**config.mk**
```make
export PLATFORM = sky130hd
export DESIGN_NAME = aes_job_arbiter_flat
export DESIGN_NICKNAME = d
export VERILOG_FILES = /design/src/rtl/aes_job_arbiter_pkg.sv /design/src/rtl/aes_job_arbiter_if.sv /design/src/rtl/aes_job_arbiter_rr_arbiter.sv /design/src/rtl/aes_job_arbiter.sv /design/src/flat_wrapper.sv
export SDC_FILE = /design/constraint.sdc
export NUM_CORES = 1
export LEC_CHECK = 0
export CORE_AREA = 2 2 354 356
export CTS_CLUSTER_DIAMETER = 150
export CTS_CLUSTER_SIZE = 20
export DETAILED_ROUTE_END_ITERATION = 16
export DIE_AREA = 0 0 356 358
export DONT_BUFFER_PORTS = 1
export SKIP_LAST_GASP = 1
export SLEW_MARGIN = 40
export SYNTH_ARGS = -nofsm -noshare
export SYNTH_HDL_FRONTEND = slang
export SYNTH_HIERARCHICAL = 1
export SYNTH_SLANG_ARGS = --single-unit
```
**constraint.sdc**
```tcl
create_clock -name clk -period 3 [get_ports clk]
set_input_delay 0.3 -clock clk [delete_from_list [all_inputs] [get_ports clk]]
set_output_delay 0.3 -clock clk [all_outputs]
set_load 0.1 [all_outputs]
```
**src/rtl/aes_job_arbiter_pkg.sv**
```systemverilog
// Shared types and sizing helpers for the AES job arbiter and its round-robin picker.
// Latency: n/a (declarations only).
// Backpressure: n/a.
package aes_arb_pkg;

    typedef enum logic [1:0] {
        IDLE  = 2'd0,
        ISSUE = 2'd1,
        WAIT  = 2'd2,
        RESP  = 2'd3
    } arb_state_t;

    localparam int BLK_W_DEF = 128;
    localparam int N_REQ_DEF = 4;

    // Index width for n requesters; at least one bit even for n == 1.
    function automatic int gid_w(input int n);
        return (n <= 2) ? 1 : $clog2(n);
    endfunction

    localparam int GID_W = gid_w(N_REQ_DEF);

endpackage

```
**src/rtl/aes_job_arbiter_if.sv**
```systemverilog
// Requester-side bus: per-requester block submit and one-hot result return.
// Latency: n/a (signal bundle).
// Backpressure: req_valid is held until req_ready; rsp_valid has no ready (always accepted).
// Ports: req_valid/req_pt/req_ready (submit), rsp_valid/rsp_ct/rsp_err (result).
interface aes_job_arbiter_if #(
    parameter int N_REQ = 4,
    parameter int BLK_W = 128
);
    logic [N_REQ-1:0]       req_valid;
    logic [N_REQ*BLK_W-1:0] req_pt;
    logic [N_REQ-1:0]       req_ready;
    logic [N_REQ-1:0]       rsp_valid;
    logic [BLK_W-1:0]       rsp_ct;
    logic                   rsp_err;

    modport master (
        output req_valid, req_pt,
        input  req_ready, rsp_valid, rsp_ct, rsp_err
    );

    modport slave (
        input  req_valid, req_pt,
        output req_ready, rsp_valid, rsp_ct, rsp_err
    );
endinterface

```
**src/rtl/aes_job_arbiter_rr_arbiter.sv**
```systemverilog
// Combinational round-robin pick: first set req bit searching upward from ptr+1, wrapping.
// Latency: 0 cycles (pure combinational).
// Backpressure: none; caller decides whether to act on the grant.
// Ports: req (request vector), ptr (last winner), gnt (one-hot), idx (winner index).
module rr_arbiter
    import aes_arb_pkg::*;
#(
    parameter int N     = 4,
    parameter int IDX_W = gid_w(N)
) (
    input  logic [N-1:0]     req,
    input  logic [IDX_W-1:0] ptr,
    output logic [N-1:0]     gnt,
    output logic [IDX_W-1:0] idx
);

    logic found;

    always_comb begin
        gnt   = '0;
        idx   = '0;
        found = 1'b0;
        // Offset 1..N from the pointer; offset N is the pointer itself, so the
        // previous winner is only picked again when nobody else is asking.
        for (int i = 1; i <= N; i++) begin
            if (!found && req[(int'(ptr) + i) % N]) begin
                found                    = 1'b1;
                gnt[(int'(ptr) + i) % N] = 1'b1;
                idx                      = IDX_W'((int'(ptr) + i) % N);
            end
        end
    end

endmodule

```
**src/rtl/aes_job_arbiter.sv**
```systemverilog
// Shares one aes_encrypt core between N_REQ requesters, round-robin, one block in flight.
// Latency: accept T, core_load T+1, rsp_valid one cycle after the core's first valid in WAIT.
// Backpressure: req_ready only in IDLE; a new job is refused until the previous response is out.
// Ports: clk, rst_n (async active-low), req_bus (requester interface, slave side),
//        core_load/core_pt/core_ct/core_valid (encrypt core), busy, grant_id.
// Optional: AES_ARB_TIMEOUT_EN adds a WAIT-state watchdog that returns rsp_err=1, rsp_ct=0.
module aes_job_arbiter
    import aes_arb_pkg::*;
#(
    parameter int N_REQ       = N_REQ_DEF,
    parameter int BLK_W       = BLK_W_DEF,
    parameter int TIMEOUT_CYC = 64,
    localparam int GW         = gid_w(N_REQ)
) (
    input  logic                 clk,
    input  logic                 rst_n,
    aes_job_arbiter_if.slave     req_bus,
    output logic                 core_load,
    output logic [BLK_W-1:0]     core_pt,
    input  logic [BLK_W-1:0]     core_ct,
    input  logic                 core_valid,
    output logic                 busy,
    output logic [GW-1:0]        grant_id
);

    arb_state_t       state, state_nxt;
    logic [GW-1:0]    rr_ptr;
    logic [N_REQ-1:0] pick_gnt;
    logic [GW-1:0]    pick_idx;
    logic [BLK_W-1:0] pt_reg;
    logic             accept;
    logic             capture;
    logic             timeout;

    rr_arbiter #(.N(N_REQ), .IDX_W(GW)) u_rr (
        .req (req_bus.req_valid),
        .ptr (rr_ptr),
        .gnt (pick_gnt),
        .idx (pick_idx)
    );

    always_ff @(posedge clk or negedge rst_n) begin
        if (!rst_n) state <= IDLE;
        else        state <= state_nxt;
    end

    always_comb begin
        state_nxt         = state;
        accept            = 1'b0;
        capture           = 1'b0;
        core_load         = 1'b0;
        req_bus.req_ready = '0;
        case (state)
            IDLE: begin
                if (|req_bus.req_valid) begin
                    accept            = 1'b1;
                    req_bus.req_ready = pick_gnt;
                    state_nxt         = ISSUE;
                end
            end
            ISSUE: begin
                core_load = 1'b1;
                state_nxt = WAIT;
            end
            WAIT: begin
                if (core_valid) begin
                    capture   = 1'b1;
                    state_nxt = RESP;
                end else if (timeout) begin
                    state_nxt = RESP;
                end
            end
            RESP:    state_nxt = IDLE;
            default: state_nxt = IDLE;
        endcase
    end

    assign busy    = (state != IDLE);
    // pt_reg only changes on accept, so the core sees a stable block for the whole job.
    assign core_pt = pt_reg;

    always_ff @(posedge clk or negedge rst_n) begin
        if (!rst_n) begin
            pt_reg            <= '0;
            grant_id          <= '0;
            rr_ptr            <= GW'(N_REQ - 1);
            req_bus.rsp_valid <= '0;
            req_bus.rsp_ct    <= '0;
        end else begin
            req_bus.rsp_valid <= '0;
            if (accept) begin
                pt_reg   <= req_bus.req_pt[pick_idx*BLK_W +: BLK_W];
                grant_id <= pick_idx;
            end
            if (capture)      req_bus.rsp_ct <= core_ct;
            else if (timeout) req_bus.rsp_ct <= '0;
            if (state == WAIT && state_nxt == RESP)
                req_bus.rsp_valid <= N_REQ'(1) << grant_id;
            // Pointer moves only when a job completes, so an abandoned job
            // does not cost its requester a turn.
            if (state == RESP)
                rr_ptr <= grant_id;
        end
    end

`ifdef AES_ARB_TIMEOUT_EN
    localparam int TO_W = $clog2(TIMEOUT_CYC + 1);

    logic [TO_W-1:0] wait_cnt;
    logic            err_q;

    // Zero on the first WAIT cycle, so the watchdog fires TIMEOUT_CYC cycles after WAIT entry.
    always_ff @(posedge clk or negedge rst_n) begin
        if (!rst_n)             wait_cnt <= '0;
        else if (state == WAIT) wait_cnt <= wait_cnt + 1'b1;
        else                    wait_cnt <= '0;
    end

    assign timeout = (state == WAIT) && (wait_cnt == TO_W'(TIMEOUT_CYC - 1));

    always_ff @(posedge clk or negedge rst_n) begin
        if (!rst_n)                      err_q <= 1'b0;
        else if (accept)                 err_q <= 1'b0;
        else if (timeout && !core_valid) err_q <= 1'b1;
    end

    assign req_bus.rsp_err = err_q;
`else
    assign timeout         = 1'b0;
    assign req_bus.rsp_err = 1'b0;
`endif

endmodule

```
**src/flat_wrapper.sv**
```systemverilog
// flat-port wrapper written by rule: the top's interface ports become plain ports
module aes_job_arbiter_flat import aes_arb_pkg::*;
#(
    parameter int N_REQ       = N_REQ_DEF,
    parameter int BLK_W       = BLK_W_DEF,
    parameter int TIMEOUT_CYC = 64,
    localparam int GW         = gid_w(N_REQ)
)
  (clk, rst_n, core_load, core_pt, core_ct, core_valid, busy, grant_id, req_bus_req_valid, req_bus_req_pt, req_bus_req_ready, req_bus_rsp_valid, req_bus_rsp_ct, req_bus_rsp_err);
  aes_job_arbiter_if #(.N_REQ(N_REQ), .BLK_W(BLK_W)) req_bus_i ();
  input  logic clk;
  input  logic rst_n;
  output logic core_load;
  output logic [BLK_W-1:0] core_pt;
  input  logic [BLK_W-1:0] core_ct;
  input  logic core_valid;
  output logic busy;
  output logic [GW-1:0] grant_id;
  input wire logic [$bits(req_bus_i.req_valid)-1:0] req_bus_req_valid;
  input wire logic [$bits(req_bus_i.req_pt)-1:0] req_bus_req_pt;
  output wire logic [$bits(req_bus_i.req_ready)-1:0] req_bus_req_ready;
  output wire logic [$bits(req_bus_i.rsp_valid)-1:0] req_bus_rsp_valid;
  output wire logic [$bits(req_bus_i.rsp_ct)-1:0] req_bus_rsp_ct;
  output wire logic [$bits(req_bus_i.rsp_err)-1:0] req_bus_rsp_err;
  assign req_bus_i.req_valid = req_bus_req_valid;
  assign req_bus_i.req_pt = req_bus_req_pt;
  assign req_bus_req_ready = req_bus_i.req_ready;
  assign req_bus_rsp_valid = req_bus_i.rsp_valid;
  assign req_bus_rsp_ct = req_bus_i.rsp_ct;
  assign req_bus_rsp_err = req_bus_i.rsp_err;
  aes_job_arbiter #(.N_REQ(N_REQ), .BLK_W(BLK_W), .TIMEOUT_CYC(TIMEOUT_CYC)) u_core (.clk(clk), .rst_n(rst_n), .req_bus(req_bus_i), .core_load(core_load), .core_pt(core_pt), .core_ct(core_ct), .core_valid(core_valid), .busy(busy), .grant_id(grant_id));
endmodule
```
==> flow_metrics.tcl <==
set metrics [dict create \
    io_buffers 0 \
    setup_slack_ns -0.04359 \
    min_path_type "in -> async" \
    dieArea_um2 127400 \
    synth.largest_area_cell "dfrtp_1" \
    start_kind "flip-flop" \
    die_w_um 356 \
    area_growth_pct 71.10 \
    antenna_found_initial 108 \
    insertion_delay_ns 0.63 \
    crit_path_end_kind "output port" \
    overflow 0 \
    die_y_um 358 \
    synth_edf_count 0 \
    clk_pin_slew_worst_paths_ns 0.10 \
    cts_made_buffers 21 \
    cap_violations 0 \
    synth_commonest_cells "nand2_1 (397), dfrtp_1 (264), mux2_2 (131)" \
    synth_top_area_frac 0.4895 \
    synthArstFlopShare 1.000 \
    cts_root_buf "clkbuf_16" \
    wl_per_cell_um 31.36 \
    final_antenna_net_count 0 \
    start_util 0.1095 \
    clockBufferDepth 3 \
    ys_top_cells_by_area "dfrtp_1 (49%), mux4_2 (22%), nand2_1 (11%)" \
    cp_cell_sequence "inv_1, ha_4, buf_4, inv_1, a221oi_2, a211oi_4, a221o_1, and2_1, buf_12" \
    violations "hold timing, setup timing" \
    yosysWarnings 6 \
    wl_um 105400 \
    final_util 0.1873 \
    num_vias 12770 \
    drcViolationCount 0 \
    min_period_over_period 1.015 \
    drive_above_1_share 0.3874 \
    via_per_inst 3.797 \
    drt_iter0_drc 1042 \
    worstMarginPinSlew_ns 0.8987 \
    nets 2332 \
    skew_ns 0.04507 \
    cts_sinks 266 \
    slowest_stage "dfstp_2" \
    setup_violations 5 \
    required_ns 2.70 \
    ys_ff_latch 266 \
    fin_hold_ws_ns -0.6033 \
    rrSetupSlack_ns -0.01 \
    routabilityCongestion 0.9728 \
    cts_tree "built" \
    path_class "reg -> out" \
    placeableCoreArea_um2 123300 \
    syn_nets 1727 \
    min_period_ns 3.044 \
    synth_flop_cell "dfrtp_1" \
    cp_max_fo 6 \
    syn_area_per_cell_um2 12.64 \
    max_freq_mhz 328.6 \
    dp_hpwl_um 83920 \
    ctsHoldBuffers 534 \
    ys_seq_area_frac 0.4934 \
    rows 129 \
    grt_max_degree 267 \
    relSlewSlack 0.4013 \
    cpPeakStageDelay_ns 0.58 \
    grt_setup_unrepaired "true" \
    synthCells 1068 \
    status "complete, but fails checks" \
    crit_top_cell "inv_1" \
    ios 916 \
    hold_viol_final 266 \
    dr.pass1.iters 7 \
    h-tree-depth 1 \
    grt_pass1_vias 12690 \
    syn_area_um2 13500 \
    grt_pass1_wl_um 127400 \
    cp.arrival_ns 2.74 \
    synth_cell_types 39 \
    yosysMostFrequentCell "nand2_1" \
    grt_usage 0.1504 \
    final_max_slew_viol_count 0 \
]
## cells in the final DEF (no fill, tap or decap), types with 2 or more instances in the layout
cell and instances:
buf_1 2, inv_6 3, nor3_1 5, inv_1 9
dfstp_2 2, o21ai_1 7, buf_8 2, diode_2 37
a21oi_1 2, nand2_1 390, dfrtp_2 217, mux4_2 130
buf_4 80, and2_4 2, dlygate4sd3_1 534, clkbuf_16 30
buf_6 3, buf_16 4, ha_1 11, nand2_2 6
nor2_1 2, o21ai_0 2, and2_1 2, a221o_1 4
mux2_2 131, clkbuf_1 7, buf_12 22, dfrtp_1 47
clkinv_8 5
## cell type report
cell class,instances,area [µm²]
diodes,37,92.59
inverters,9,33.78
fillers,13370,100200
clock inverters,10,148.9
flip-flops and latches,266,6930
repair buffers,657,6797
well taps,1637,2048
clock buffers,28,561.8
multi-input cells,718,6481
## critical path, delay by kind of cell, from the launching register on
| family | cells | cell delay, ns |
|---|---|---|
| flip-flops | 1 | 0.58 |
| adder cells (fa/ha/maj) | 1 | 0.27 |
| AND/OR/NAND/NOR | 1 | 0.17 |
| buffers and inverters | 4 | 0.47 |
| AO/OA/AOI/OAI | 3 | 0.70 |
## through the flow
step	area, µm²	cells	hold WS, ns	setup TNS, ns	worst slack (ns)
final	23090	3362	-0.6033	-0.1403	-0.04359
after global routing	23060	3347	-0.6688	-6.822	-0.1823
after CTS	22490	3299	-0.6827	-0.3623	-0.09892
after detailed placement	16300	2722	0.009227	-0.1073	-0.03018
after global placement	16050	2719	0.01034	0	0.03564
after floorplan	13600	1068	0.004409	-0.4825	-0.01608
## flip-flops by register name (all words and copies together), names as in the netlist
name / flops
u_core/state: 2
u_core/req_bus.rsp_valid: 4
u_core/rr_ptr: 2
u_core/req_bus.rsp_ct: 128
u_core/core_pt: 128
u_core/grant_id: 2
## timing repair
action	4_1_cts	5_1_grt
hold endpoints to repair	498	266
pin swaps	2	0
gates cloned	1	12
resized for setup	17	23
endpoints found under the setup margin	19	127
buffers inserted	4	13
## path summary, 6_finish.rpt
kind                                                             from                                    end  cells after the start
min in group clk                                   req_bus_req_pt[96]         u_core/core_pt[96]$_DFFE_PN0P_                      3
worst max register to register           u_core/rr_ptr[0]$_DFFE_PN1N_          u_core/core_pt[4]$_DFFE_PN0P_                     11
max in group asynchronous                                       rst_n         u_core/core_pt[78]$_DFFE_PN0P_                      0
worst min-delay path                                            rst_n  u_core/req_bus.rsp_ct[49]$_DFFE_PN0P_                      0
worst max-delay path                     u_core/rr_ptr[0]$_DFFE_PN1N_                   req_bus_req_ready[1]                      9
worst min register to register  u_core/req_bus.rsp_ct[33]$_DFFE_PN0P_  u_core/req_bus.rsp_ct[33]$_DFFE_PN0P_                      1
## layer usage
layer  part of all wire  track usage  wire (µm)  vias to the layer above
li1                   -            -          -                     5018
met1               0.40       0.1859      41890                     6455
met2               0.45       0.2342      47050                      954
met3               0.11      0.06824      11800                      280
met4              0.041      0.04397       4311                       60
met5             0.0035            0        373                        -
## cells by family after synthesis
group	synth area share
AOI/OAI and AO/OA	0.01826
adders and majority gates	0.01112
and+or+nand+nor	0.1188
muxes	0.3262
DFF	0.4934
other	0.0002778
buffers and inverters	0.03198
Power is left out: the tool's default activity adds up to more than one toggle a clock period on the data nets, which glitch-free logic cannot reach.
